<file path="src/rtl/tx_arbiter.sv">
// Round-robin arbiter that shares one serial transmitter between NUM_REQ byte
// requesters. It pulses start and ack, waits for done under a watchdog, then idles for a gap.
module tx_arbiter #(
  parameter int NUM_REQ    = 4,
  parameter int TIMEOUT    = 16,
  parameter int GAP_CYCLES = 1
) (
  input  logic                 clk,
  input  logic                 rst_n,
  input  logic                 en,
  input  logic [NUM_REQ-1:0]   req_valid,
  input  logic [8*NUM_REQ-1:0] req_data,
  input  logic [NUM_REQ-1:0]   req_stop2,
  output logic [NUM_REQ-1:0]   req_ack,
  output logic [NUM_REQ-1:0]   req_done,
  output logic                 tx_start,
  output logic [7:0]           tx_data,
  output logic                 tx_stop2,
  input  logic                 tx_done,
  output logic                 busy,
  output logic                 timeout_err
);

  localparam int GW = $clog2(NUM_REQ);

  typedef enum logic [1:0] {IDLE, SEND, WAIT, GAP} state_t;

  state_t        state;
  logic [GW-1:0] last_grant;
  logic [GW-1:0] owner;
  logic [GW-1:0] winner;
  logic          any_req;
  logic [7:0]    cnt;
  int            cand;

  // Walk the candidates from farthest to nearest so the nearest valid one
  // after last_grant overwrites the rest.
  always_comb begin
    // NOTE: default every always_comb output first so no path can infer a latch.
    winner  = last_grant;
    any_req = 1'b0;
    cand    = 0;
    for (int i = NUM_REQ; i >= 1; i--) begin
      cand = int'(last_grant) + i;
      if (cand >= NUM_REQ) cand = cand - NUM_REQ;
      if (req_valid[GW'(cand)]) begin
        winner  = GW'(cand);
        any_req = 1'b1;
      end
    end
  end

  always_ff @(posedge clk or negedge rst_n) begin
    if (!rst_n) begin
      state       <= IDLE;
      last_grant  <= GW'(NUM_REQ - 1);
      owner       <= '0;
      cnt         <= '0;
      req_ack     <= '0;
      req_done    <= '0;
      tx_start    <= 1'b0;
      tx_data     <= '0;
      tx_stop2    <= 1'b0;
      busy        <= 1'b0;
      timeout_err <= 1'b0;
    end else begin
      // NOTE: sequential state uses non-blocking assignments only, so every
      // register samples pre-edge values; the defaults below make the
      // ack, done, start and error outputs single-cycle pulses.
      req_ack     <= '0;
      req_done    <= '0;
      tx_start    <= 1'b0;
      timeout_err <= 1'b0;
      case (state)
        IDLE: begin
          if (en && any_req) begin
            state           <= SEND;
            busy            <= 1'b1;
            tx_start        <= 1'b1;
            req_ack[winner] <= 1'b1;
            owner           <= winner;
            last_grant      <= winner;
            tx_data         <= req_data[{winner, 3'b000} +: 8];
            tx_stop2        <= req_stop2[winner];
          end
        end
        SEND: begin
          cnt   <= '0;
          state <= WAIT;
        end
        // WAIT lasts at most TIMEOUT cycles. A done in the last one still wins over the watchdog.
        WAIT: begin
          if (tx_done) begin
            req_done[owner] <= 1'b1;
            cnt             <= '0;
            state           <= GAP;
          end else if (cnt == 8'(TIMEOUT - 1)) begin
            timeout_err <= 1'b1;
            cnt         <= '0;
            state       <= GAP;
          end else begin
            cnt <= cnt + 1'b1;
          end
        end
        GAP: begin
          if (cnt == 8'(GAP_CYCLES - 1)) begin
            state <= IDLE;
            busy  <= 1'b0;
          end else begin
            cnt <= cnt + 1'b1;
          end
        end
        default: state <= IDLE;
      endcase
    end
  end

endmodule

</file>
<file path="config.mk">
export PLATFORM = sky130hd
export DESIGN_NAME = tx_arbiter
export DESIGN_NICKNAME = d
export VERILOG_FILES = /design/src/rtl/tx_arbiter.sv
export SDC_FILE = /design/constraint.sdc
export NUM_CORES = 1
export LEC_CHECK = 0
export ABC_AREA = 1
export CELL_PAD_IN_SITES_DETAIL_PLACEMENT = 0
export CELL_PAD_IN_SITES_GLOBAL_PLACEMENT = 2
export CORE_AREA = 10 10 118 77
export CTS_CLUSTER_DIAMETER = 120
export DETAILED_ROUTE_END_ITERATION = 8
export DIE_AREA = 0 0 128 87
export DONT_BUFFER_PORTS = 1
export PLACE_DENSITY = 0.84
export SYNTH_ARGS = -nofsm -noshare
export SYNTH_HDL_FRONTEND = slang
export SYNTH_SLANG_ARGS = --single-unit
export TNS_END_PERCENT = 1
</file>
<file path="constraint.sdc">
create_clock -name clk -period 1.75 [get_ports clk]
set_clock_uncertainty 0.1 [all_clocks]
set_input_delay 0.2625 -clock clk [delete_from_list [all_inputs] [get_ports clk]]
set_output_delay 0.2625 -clock clk [all_outputs]
set_load 0.03 [all_outputs]
</file>
# Yosys cells after proc, flatten, opt, wreduce, memory -nomap -nowiden

Cells that the tools add are included.

Add/subtract/negate cells: 9
$lt $le $gt $ge: 12
Eq/ne operators: 8
Shift-type cells: 1
Multiplexer cells: 51
Reduce and logical (&&, ||, !) cells: 11

Operator list:

| operator                                                           | count |
|---|---|
| variable part select 32 x 6 -> 8 bit                               | 1 |
| two-way mux 2 bit                                                  | 12 |
| two-way mux 8 bit                                                  | 3 |
| case mux 8 bit (3 select lines)                                    | 1 |
| two-way mux 1 bit                                                  | 22 |
| < comparator 2 x 4 -> 1 bit (second input constant)                | 4 |
| two-way mux 4 bit                                                  | 4 |
| binary-select mux 1 bit (select 2 bit)                             | 5 |
| greater-or-equal comparator 3 bit (second input constant)          | 3 |
| adder 8 x 1 -> 8 bit (second input constant)                       | 1 |
| == test 8 x 4 -> 1 bit (second input constant)                     | 1 |
| logical NOT 8 bit                                                  | 1 |
| case mux 2 bit (4 select lines)                                    | 1 |
| subtractor 2 x 1 -> 2 bit (second input constant)                  | 4 |
| adder 2 x 2 -> 3 bit (second input constant)                       | 2 |
| < comparator 2 x 3 -> 1 bit (second input constant)                | 2 |
| inequality test 2 bit (second input constant)                      | 3 |
| AND reduction 3 bit                                                | 2 |
| adder 2 x 3 -> 4 bit (second input constant)                       | 1 |
| demux 1 bit (select 2 bit)                                         | 2 |
| == test 2 bit (second input constant)                              | 2 |
| greater-or-equal comparator 2 x 1 -> 1 bit (second input constant) | 2 |
| greater-or-equal comparator 4 x 3 -> 1 bit (second input constant) | 1 |
| AND reduction 2 bit                                                | 2 |
| 8 further kinds                                                    | 10 |

Register bits: 34
Bits of input ports: 44
Output and inout port bits: 20
Logic and storage cells: 103

# Depth between registers and ports, before layout

Gate-level depths: netlist (run 1).

Depth after elaboration: 16
Gate-level depth with buffers: 16
Mapped depth without buffers: 14

# Least setup slack after synthesis (run 1)

OpenSTA, ideal clock, no wires.

Path kind: register -> register
From: register last_grant[0]
To: register tx_data[3]
Library setup time: 124 ps
Arrival time: 1653 ps
Data required time: 1526 ps
Slack: -128 ps
Cell stages (with the launch flop): 15
Buffers on the path: 2
Period minus slack after synthesis: 1878 ps
Cells stage by stage: dfstp_2 > buf_6 > inv_6 > nand2_4 > nand2_4 > nand2_2 > nand2_2 > inv_4 > nand2_2 > nand2_4 > nand2_4 > buf_6 > or2_0 > nand3_1 > nand3_1

Word-level cells in the longest chain between the ends: 12
Elaborated cells on any way between the ends: 39
Those cells by class: 8 x add/sub; 4 x order compare; 1 x shift; 24 x mux; 2 x reduce/logical

Ends and longest elaborated chain:

| item                                                                          | line | text |
|---|---|---|
| start, declared                                                               | 29   | `logic [GW-1:0] last_grant;` |
| start signal, assigned                                                        | 56   | `last_grant <= GW'(NUM_REQ - 1);` |
| start signal, assigned                                                        | 82   | `last_grant <= winner;` |
| parallel branches: the longest is 12 deep, another holds adder 2 x 3 -> 4 bit | --   |  |
| end signal, assigned                                                          | 83   | `tx_data <= req_data[{winner, 3'b000} +: 8];` |
| end, declared                                                                 | 17   | `output logic [7:0] tx_data,` |

Parallel ways; which one is timed is not known. The select of a mux whose other input is x is not followed.
A chain may end at the register's enable or synchronous reset.

# Final worst setup path (run 1)

From: register last_grant[0]
To: register tx_data[7]

Same word-level chain as after synthesis.

==> results.cfg, run 1 <==
[logic_synthesis]
syn-cell-area_um2 = 2100
netlist.area_leader.share = 0.381
synth_top_flop_cell = dfrtp_1
async_flop_share = 1.00
synth_area_leaders = dfrtp_1 38%, nand2_1 12%, nand3_1 9.8%, inv_1 9.1%, ha_1 3.6%
synth_edf_count = 0
synth_top_area_cell = dfrtp_1
seq_area_frac_synth = 0.406
yosysMostFrequentCell = nand2_1
ys_types = 34
syn_nets = 335
syn_area_per_cell_um2 = 7.37
yosysWarnings = 0
synth_common_cells = 68 x nand2_1, 51 x inv_1, 41 x nand3_1
netlist_instances = 285
ys_ff_latch = 34

[global_route]
overflow = 0
grt_pass1_wl_um = 9340
antenna_found_initial = 0
grt_max_degree = 35
first_global_vias = 1824
track_usage = 0.105

[final_layout]
fill_cells = 748
multiInputGateArea_um2 = 1140
antenna_cells = 0
syn2layout_area_growth_pct = 30.4
drive_above_1_share = 0.278
num-nets-final = 369
register_area_um2 = 853

[worst_setup_path]
cp.arrival_ns = 2.00
slowest_delay_ns = 0.55
crit_path_top_delay_cell = dfstp_2
critPathKind = reg2reg
crit_fanout = 7
cp-end-kind = register
required_ns = 1.81
startpoint_type = register
critPathMostFrequentCell = nand2_4
path_cells = buf_12 -> inv_8 -> nand2_4 -> nand2_4 -> nand2_1 -> nand2_1 -> nand2_2 -> nand2_2 -> nand2_4 -> nand2_4 -> or2_1 -> nand3_1 -> nand3_1

[placement]
place.port_buffers = 0
post-dp-hpwl_um = 4380
preCtsSetupSlack_ns = -0.310
place_congestion = 0.776

[cts]
tritoncts = built
h-tree-depth = 2
cts.sinks = 34
cts-root-buf = clkbuf_16
clock_latency_ns = 0.27
path_clk_slew_ns = 0.05
numCtsBuffers = 5
clockBufferDepth = 2

[floorplanning]
design.die.area_um2 = 11100
row_count = 24
dieHeight_um = 87
ios = 64
start_util = 0.299
die_w_um = 128
coreArea_um2 = 7030

[pwr]
pwr_density_cell_nw_per_um2 = 2150
p_leak_nw = 1.41
vdd_drop_max_mv = 0.689

[timing]
timing.fmax_mhz = 516
max_slew_margin = 0.774
final-setup-viol-count = 19
hold_violations = 0
maxSlewViolCount = 0
grt_setup_unrepaired = true
min_period_ns = 1.94
max_slew.worst_pin.slew_ns = 0.340
hold_ws_ns = 0.0910
period_share = 1.11
setup_ws_ns = -0.188

[route]
wl_per_cell_um = 14.2
viasPerCell = 4.46
totalWireLength_um = 5820
first_pass_iters = 4
antenna_left = 0
remaining_drc_errors = 0
drtIter0Drc = 69
vias = 1834

[worst_hold_path]
hold_path.class = in2reg

[flow_run]
maxCapViolations = 0

[run_status]
status = finished, violations left
violations = negative setup slack
## repair_timing
action	CTS	global route
cloned	2	0
resized for setup	18	28
hold endpoints to repair	34	0
buffers inserted	3	0
setup endpoints to repair	21	26
pin swaps	8	17
hold buffers	2	0
## placed cells by master (no fill, tap or decap), types with 7 or more instances in the layout
cell     Yosys  routed
nand2_2      8       9
nand3_2      1       7
dfrtp_1     32      32
inv_1       51      48
nor2_1      16      12
nand2_4      4       9
nand3_1     41      35
nand2_1     68      63
buf_4        1      24
o21ai_0     11       7
## through the flow
stage	area, um^2	std cells	setup TNS [ns]	utilization	total power, mW
floorplan	2100	285	-1.13	-	3.48
global placement	2360	396	-3.64	0.336	4.37
detailed placement	2360	396	-3.95	0.336	4.39
CTS	2660	411	-2.87	0.378	5.71
global route	2740	411	-4.86	0.390	6.44
finish	2740	411	-2.14	0.390	5.89
## sequential cells by signal (all words and copies together) (netlist names)
signal	count
cnt	8
tx_data	8
req_ack	4
req_done	4
last_grant	2
owner	2
state	2
busy	1
timeout_err	1
tx_start	1
tx_stop2	1
## worst paths after layout
check / cells after the start / from / slack, ns / to
worst min-delay path: 2 / tx_done / 0.09 / req_done[1]
worst min register to register: 1 / owner[0] / 0.36 / req_done[0]
max in group asynchronous: 2 / rst_n / 0.93 / last_grant[1]
worst max-delay path: 13 / last_grant[0] / -0.19 / tx_data[7]
min in group asynchronous: 2 / rst_n / 0.38 / state[0]
worst max register to register: 13 / last_grant[0] / -0.19 / tx_data[7]
## worst max-delay path: cells and delay by family, from the launching register on
| family | cells | cell delay (ns) |
|---|---|---|
| simple gates | 11 | 0.99 |
| flops | 1 | 0.55 |
| buf+inv | 2 | 0.17 |
## report_power, final
part           switching [mW]  internal [mW]  total (mW)
logic                    2.00           1.49        3.50
clock network           0.307          0.563       0.870
registers               0.484           1.04        1.53
## area by class of cell
class | instances | share of cell area
flip-flops and latches | 34 | 0.312
clock inverters | 1 | 0.00183
clock buffers | 7 | 0.0521
repair buffers | 30 | 0.0964
multi-input cells | 193 | 0.416
inverters | 55 | 0.0809
well taps | 91 | 0.0416
## cells by family after synthesis
logic type      share of synthesized area
compound gates                     0.0584
fa+ha+maj                          0.0357
xor+xnor                          0.00834
simple gates                        0.371
buf+inv                             0.120
flops                               0.406
## routing by layer
layer  vias to the layer above  part of all wire  global-route usage
met3                         4             0.097              0.0487
met4                         0            0.0076              0.0244
met2                        56              0.40               0.141
li1                        960                 -                   -
met1                       814              0.49               0.147
met5                         -                 0                   0
No activity file was read; power rests on OpenSTA's default activity.
==> inputs of run 2 (changes only) <==
--- a/config.mk
+++ b/config.mk
@@ -13,6 +13,7 @@
 export DETAILED_ROUTE_END_ITERATION = 8
 export DIE_AREA = 0 0 128 87
 export DONT_BUFFER_PORTS = 1
+export MAX_ROUTING_LAYER = met4
 export PLACE_DENSITY = 0.84
 export SYNTH_ARGS = -nofsm -noshare
 export SYNTH_HDL_FRONTEND = slang
==> run 2 against run 1 <==
Critical path depth did not move; the flow still finishes with violations (negative setup slack); register-to-register slack about the same; final area unchanged; core utilization stayed put; first-iteration DRC count rose by 14%; count of clock-buffer cells in the layout unchanged; power about the same; sequential cell count unchanged; critical path type unchanged.
==> results.cfg, run 2 (synthesis gave the netlist of run 1 again) <==
[run_status]
status = finished, violations left
violations = negative setup slack

[floorplanning]
dieHeight_um = 87
start_util = 0.299
design.die.area_um2 = 11100
die_w_um = 128
ios = 64
row_count = 24
coreArea_um2 = 7030

[placement]
place.port_buffers = 0
post-dp-hpwl_um = 4380
place_congestion = 0.786

[worst_setup_path]
cp-end-kind = register
startpoint_type = register
r2r_start = last_grant[0]
critPathKind = reg2reg
startpoint = last_grant[0]
cp.arrival_ns = 2.00
required_ns = 1.81
crit_fanout = 7

[timing]
hold_violations = 0
setup_ws_ns = -0.192
final-setup-viol-count = 19
hold_ws_ns = 0.0912
max_slew.worst_pin.slew_ns = 0.357
grt_setup_unrepaired = true
timing.fmax_mhz = 515
tns_ns = -2.18
max_slew_margin = 0.762
min_period_ns = 1.94
period_share = 1.11
maxSlewViolCount = 0

[cts]
clockBufferDepth = 2
tritoncts = built
h-tree-depth = 2
cts.sinks = 34
clock_latency_ns = 0.27
cts-root-buf = clkbuf_16
numCtsBuffers = 5
path_clk_slew_ns = 0.05

[route]
remaining_drc_errors = 0
vias = 1843
antenna_left = 0
wl_per_cell_um = 14.2
viasPerCell = 4.48
first_pass_iters = 4
drtIter0Drc = 79
totalWireLength_um = 5840

[final_layout]
top_regs = cnt x8, tx_data x8
drive_above_1_share = 0.278
num-nets-final = 369
final_cell_mix = 63 x nand2_1, 48 x inv_1, 35 x nand3_1
final_common_cell = nand2_1
multiInputGateArea_um2 = 1140
fill_cells = 748
register_area_um2 = 853
antenna_cells = 0
syn2layout_area_growth_pct = 30.4

[pwr]
p_leak_nw = 1.41
vdd_drop_max_mv = 0.689
pwr_density_cell_nw_per_um2 = 2150

[global_route]
first_global_vias = 1833
overflow = 0
grt_max_degree = 35
antenna_found_initial = 0
grt_pass1_wl_um = 9320
track_usage = 0.108

[flow_run]
maxCapViolations = 0

[worst_hold_path]
hp-start = tx_done
hold_path.class = in2reg
run 2: cell counts in the layout (fill, tap and decap cells not counted):
Identical to the previous run, type by type.
run 2: per-stage QoR:
stage / instance area [um^2] / utilization / std cells / setup WS (ns) / total power [mW]
finish: 2740 / 0.390 / 411 / -0.192 / 5.90
detailed placement: 2360 / 0.336 / 396 / -0.310 / 4.39
global route: 2740 / 0.390 / 411 / -0.312 / 6.45
floorplan: 2100 / - / 285 / -0.128 / 3.48
CTS: 2660 / 0.378 / 411 / -0.200 / 5.71
global placement: 2360 / 0.336 / 396 / -0.282 / 4.37
run 2: layout make-up:
| cell class | instances | area share |
|---|---|---|
| sequential | 34 | 0.312 |
| inverter | 55 | 0.0809 |
| tap | 91 | 0.0416 |
| clock inverter | 1 | 0.00183 |
| multi-input combinational | 193 | 0.416 |
| clock buffer | 7 | 0.0521 |
| timing repair buffer | 30 | 0.0964 |
run 2: what timing repair did:
action | 4_1_cts | 5_1_grt
cloned | 2 | 0
buffers inserted | 3 | 0
resized for setup | 18 | 28
hold endpoints to repair | 34 | 0
hold buffers | 2 | 0
pin swaps | 8 | 17
setup endpoints to repair | 21 | 26
run 2: report_power, final:
| part | switching [mW] | internal, mW | total (mW) |
|---|---|---|---|
| Sequential | 0.486 | 1.04 | 1.53 |
| Combinational | 2.01 | 1.49 | 3.50 |
| Clock | 0.306 | 0.563 | 0.869 |
| Total | 2.80 | 3.10 | 5.90 |
run 2: worst max-delay path, stage by stage, from the launching register on:
cell and delay, ns:
dfstp_2 0.55, buf_12 0.12, inv_8 0.05, nand2_4 0.05, nand2_4 0.06, nand2_1 0.06, nand2_1 0.05, nand2_2 0.10
nand2_2 0.07, nand2_4 0.14, nand2_4 0.11, or2_1 0.23, nand3_1 0.07, nand3_1 0.06
run 2: path summary, 6_finish.rpt:
path                                  to  slack, ns  cells after the start
setup / recovery              tx_data[7]      -0.19                     13
hold / removal               req_done[1]       0.09                      2
setup reg to reg              tx_data[7]      -0.19                     13
hold reg to reg              req_done[0]       0.36                      1
max in group asynchronous  last_grant[1]       0.93                      2
min in group asynchronous       state[0]       0.38                      2
run 2: layer usage:
| layer | vias up | track usage | share of wire |
|---|---|---|---|
| met2 | 55 | 0.140 | 0.40 |
| met1 | 826 | 0.156 | 0.52 |
| met5 | - | - | 0 |
| li1 | 958 | - | - |
| met3 | 4 | 0.0347 | 0.068 |
| met4 | 0 | 0.0244 | 0.0074 |
==> inputs of run 3 (changes only) <==
--- a/config.mk
+++ b/config.mk
@@ -6,7 +6,7 @@
 export NUM_CORES = 1
 export LEC_CHECK = 0
 export ABC_AREA = 1
-export CELL_PAD_IN_SITES_DETAIL_PLACEMENT = 0
+export CELL_PAD_IN_SITES_DETAIL_PLACEMENT = 2
 export CELL_PAD_IN_SITES_GLOBAL_PLACEMENT = 2
 export CORE_AREA = 10 10 118 77
 export CTS_CLUSTER_DIAMETER = 120
==> run 3 against run 2 <==
The run still ends with negative setup slack left; die area did not move; final area rose by 8.7%; first-iteration DRC count shrank 7.6%.
==> results.cfg, run 3 (synthesis gave the netlist of run 1 again) <==
[run_status]
status = finished, violations left
violations = negative setup slack

[timing]
max_slew.worst_pin.slew_ns = 0.350
setup_ws_ns = -0.302
final-setup-viol-count = 22
grt_setup_unrepaired = true
period_share = 1.17
tns_ns = -4.12
min_period_ns = 2.05
hold_violations = 0
timing.fmax_mhz = 487
maxSlewViolCount = 0
max_slew_margin = 0.766

[placement]
place.port_buffers = 0
place_congestion = 0.786
place_inst = 396
preCtsSetupSlack_ns = -0.400
post-dp-hpwl_um = 5440

[cts]
h-tree-depth = 2
cts.sinks = 34
clock_latency_ns = 0.28
cts-root-buf = clkbuf_16
numCtsBuffers = 5
path_clk_slew_ns = 0.06
tritoncts = built
clockBufferDepth = 2

[worst_setup_path]
crit_fanout = 7
slowest_delay_ns = 0.56
crit_path_top_delay_cell = dfstp_2
cp-end-kind = register
startpoint_type = register
required_ns = 1.82
cp.arrival_ns = 2.12
cp_top_family = simple AND/OR/NAND/NOR gates
critPathKind = reg2reg
path_cells = buf_12 -> inv_12 -> nand2_4 -> nand2_4 -> nand2_2 -> nand2_2 -> nand2_4 -> nand3_4 -> nand2_8 -> buf_6 -> nand2_1 -> nand3_2 -> nand2_2 -> nand2_1 -> nand2_1
crit_buf_inv = 3

[pwr]
pwr_density_cell_nw_per_um2 = 2330
vdd_drop_max_mv = 0.687
totalPowerFinal_mw = 6.93
p_leak_nw = 1.49

[route]
first_pass_iters = 4
drtIter0Drc = 73
viasPerCell = 4.79
antenna_left = 0
wl_per_cell_um = 19.2
totalWireLength_um = 7980
remaining_drc_errors = 0
vias = 1991

[floorplanning]
start_util = 0.299
ios = 64
design.die.area_um2 = 11100
die_w_um = 128
coreArea_um2 = 7030
dieHeight_um = 87
row_count = 24

[global_route]
first_global_vias = 2348
track_usage = 0.148
overflow = 0
grt_max_degree = 35
antenna_found_initial = 2
grt_pass1_wl_um = 12800

[final_layout]
final_common_cell = nand2_1
num-nets-final = 372
final_cell_mix = 51 x nand2_1, 46 x inv_1, 30 x dfrtp_1
top_regs = cnt x8, tx_data x8
fin_cells = 416
syn2layout_area_growth_pct = 41.7
drive_above_1_share = 0.378

[flow_run]
maxCapViolations = 0

[worst_hold_path]
hold_path.class = in2reg
run 3: changes by cell type in the layout (fill, tap and decap cells not counted), moves of 3 or more:
| cell | change |
|---|---|
| nand2_2 | +7 |
| buf_6 | +3 |
| nand3_2 | +9 |
| nand3_1 | -11 |
| nand2_4 | +3 |
| nand2_1 | -12 |
run 3: path summary, 6_finish.rpt:
check	startpoint	to	slack [ns]	cells past startpoint
setup / recovery	last_grant[0]	tx_data[4]	-0.30	15
hold / removal	tx_done	req_done[2]	0.09	2
setup reg to reg	last_grant[0]	tx_data[4]	-0.30	15
hold reg to reg	owner[0]	req_done[0]	0.38	1
max in group asynchronous	rst_n	last_grant[1]	0.96	2
min in group asynchronous	rst_n	req_done[3]	0.33	2
run 3: worst register-to-register path: stages, from the launching register on:
cell     delay [ns]
dfstp_2        0.56
buf_12         0.13
inv_12         0.05
nand2_4        0.07
nand2_4        0.06
nand2_2        0.08
nand2_2        0.07
nand2_4        0.10
nand3_4        0.18
nand2_8        0.16
buf_6          0.11
nand2_1        0.06
nand3_2        0.07
nand2_2        0.05
nand2_1        0.06
nand2_1        0.05
run 3: timing repair:
| item | in CTS | in global routing |
|---|---|---|
| setup endpoints to repair | 25 | 27 |
| gates resized for setup | 58 | 32 |
| setup buffers | 6 | 0 |
| hold buffers | 2 | 0 |
| endpoints found under the hold margin | 34 | 0 |
| pin swaps | 25 | 10 |
| cloned | 2 | 0 |
run 3: where the power goes:
group          switching (mW)  total [mW]  internal (mW)
clock network           0.340       0.985          0.645
registers               0.515        1.56           1.05
logic                    2.55        4.38           1.84
total                    3.40        6.93           3.53
run 3: metrics by stage:
| step | hold WS, ns | util | cell area [um^2] |
|---|---|---|---|
| 2_1_floorplan | -0.133 | - | 2100 |
| 3_3_place_gp | -0.132 | 0.336 | 2360 |
| 3_5_place_dp | -0.132 | 0.336 | 2360 |
| 4_1_cts | 0.0871 | 0.408 | 2860 |
| 5_1_grt | 0.110 | 0.424 | 2980 |
| 6_report | 0.0919 | 0.424 | 2980 |
run 3: cell type report:
class,instances,area [um^2]
fill,790,4050
multi-input combinational,193,1300
sequential,34,856
timing repair buffer,33,310
inverter,55,229
clock buffer,8,166
tap,91,114
antenna,2,5.00
run 3: layer usage:
layer / vias up / track usage / part of all wire / routed length, um
met5: - / - / 0 / 0
met4: 0 / 0.0305 / 0.0071 / 57
met3: 4 / 0.0493 / 0.059 / 473
met2: 51 / 0.237 / 0.48 / 3790
met1: 971 / 0.179 / 0.46 / 3650
li1: 965 / - / - / -
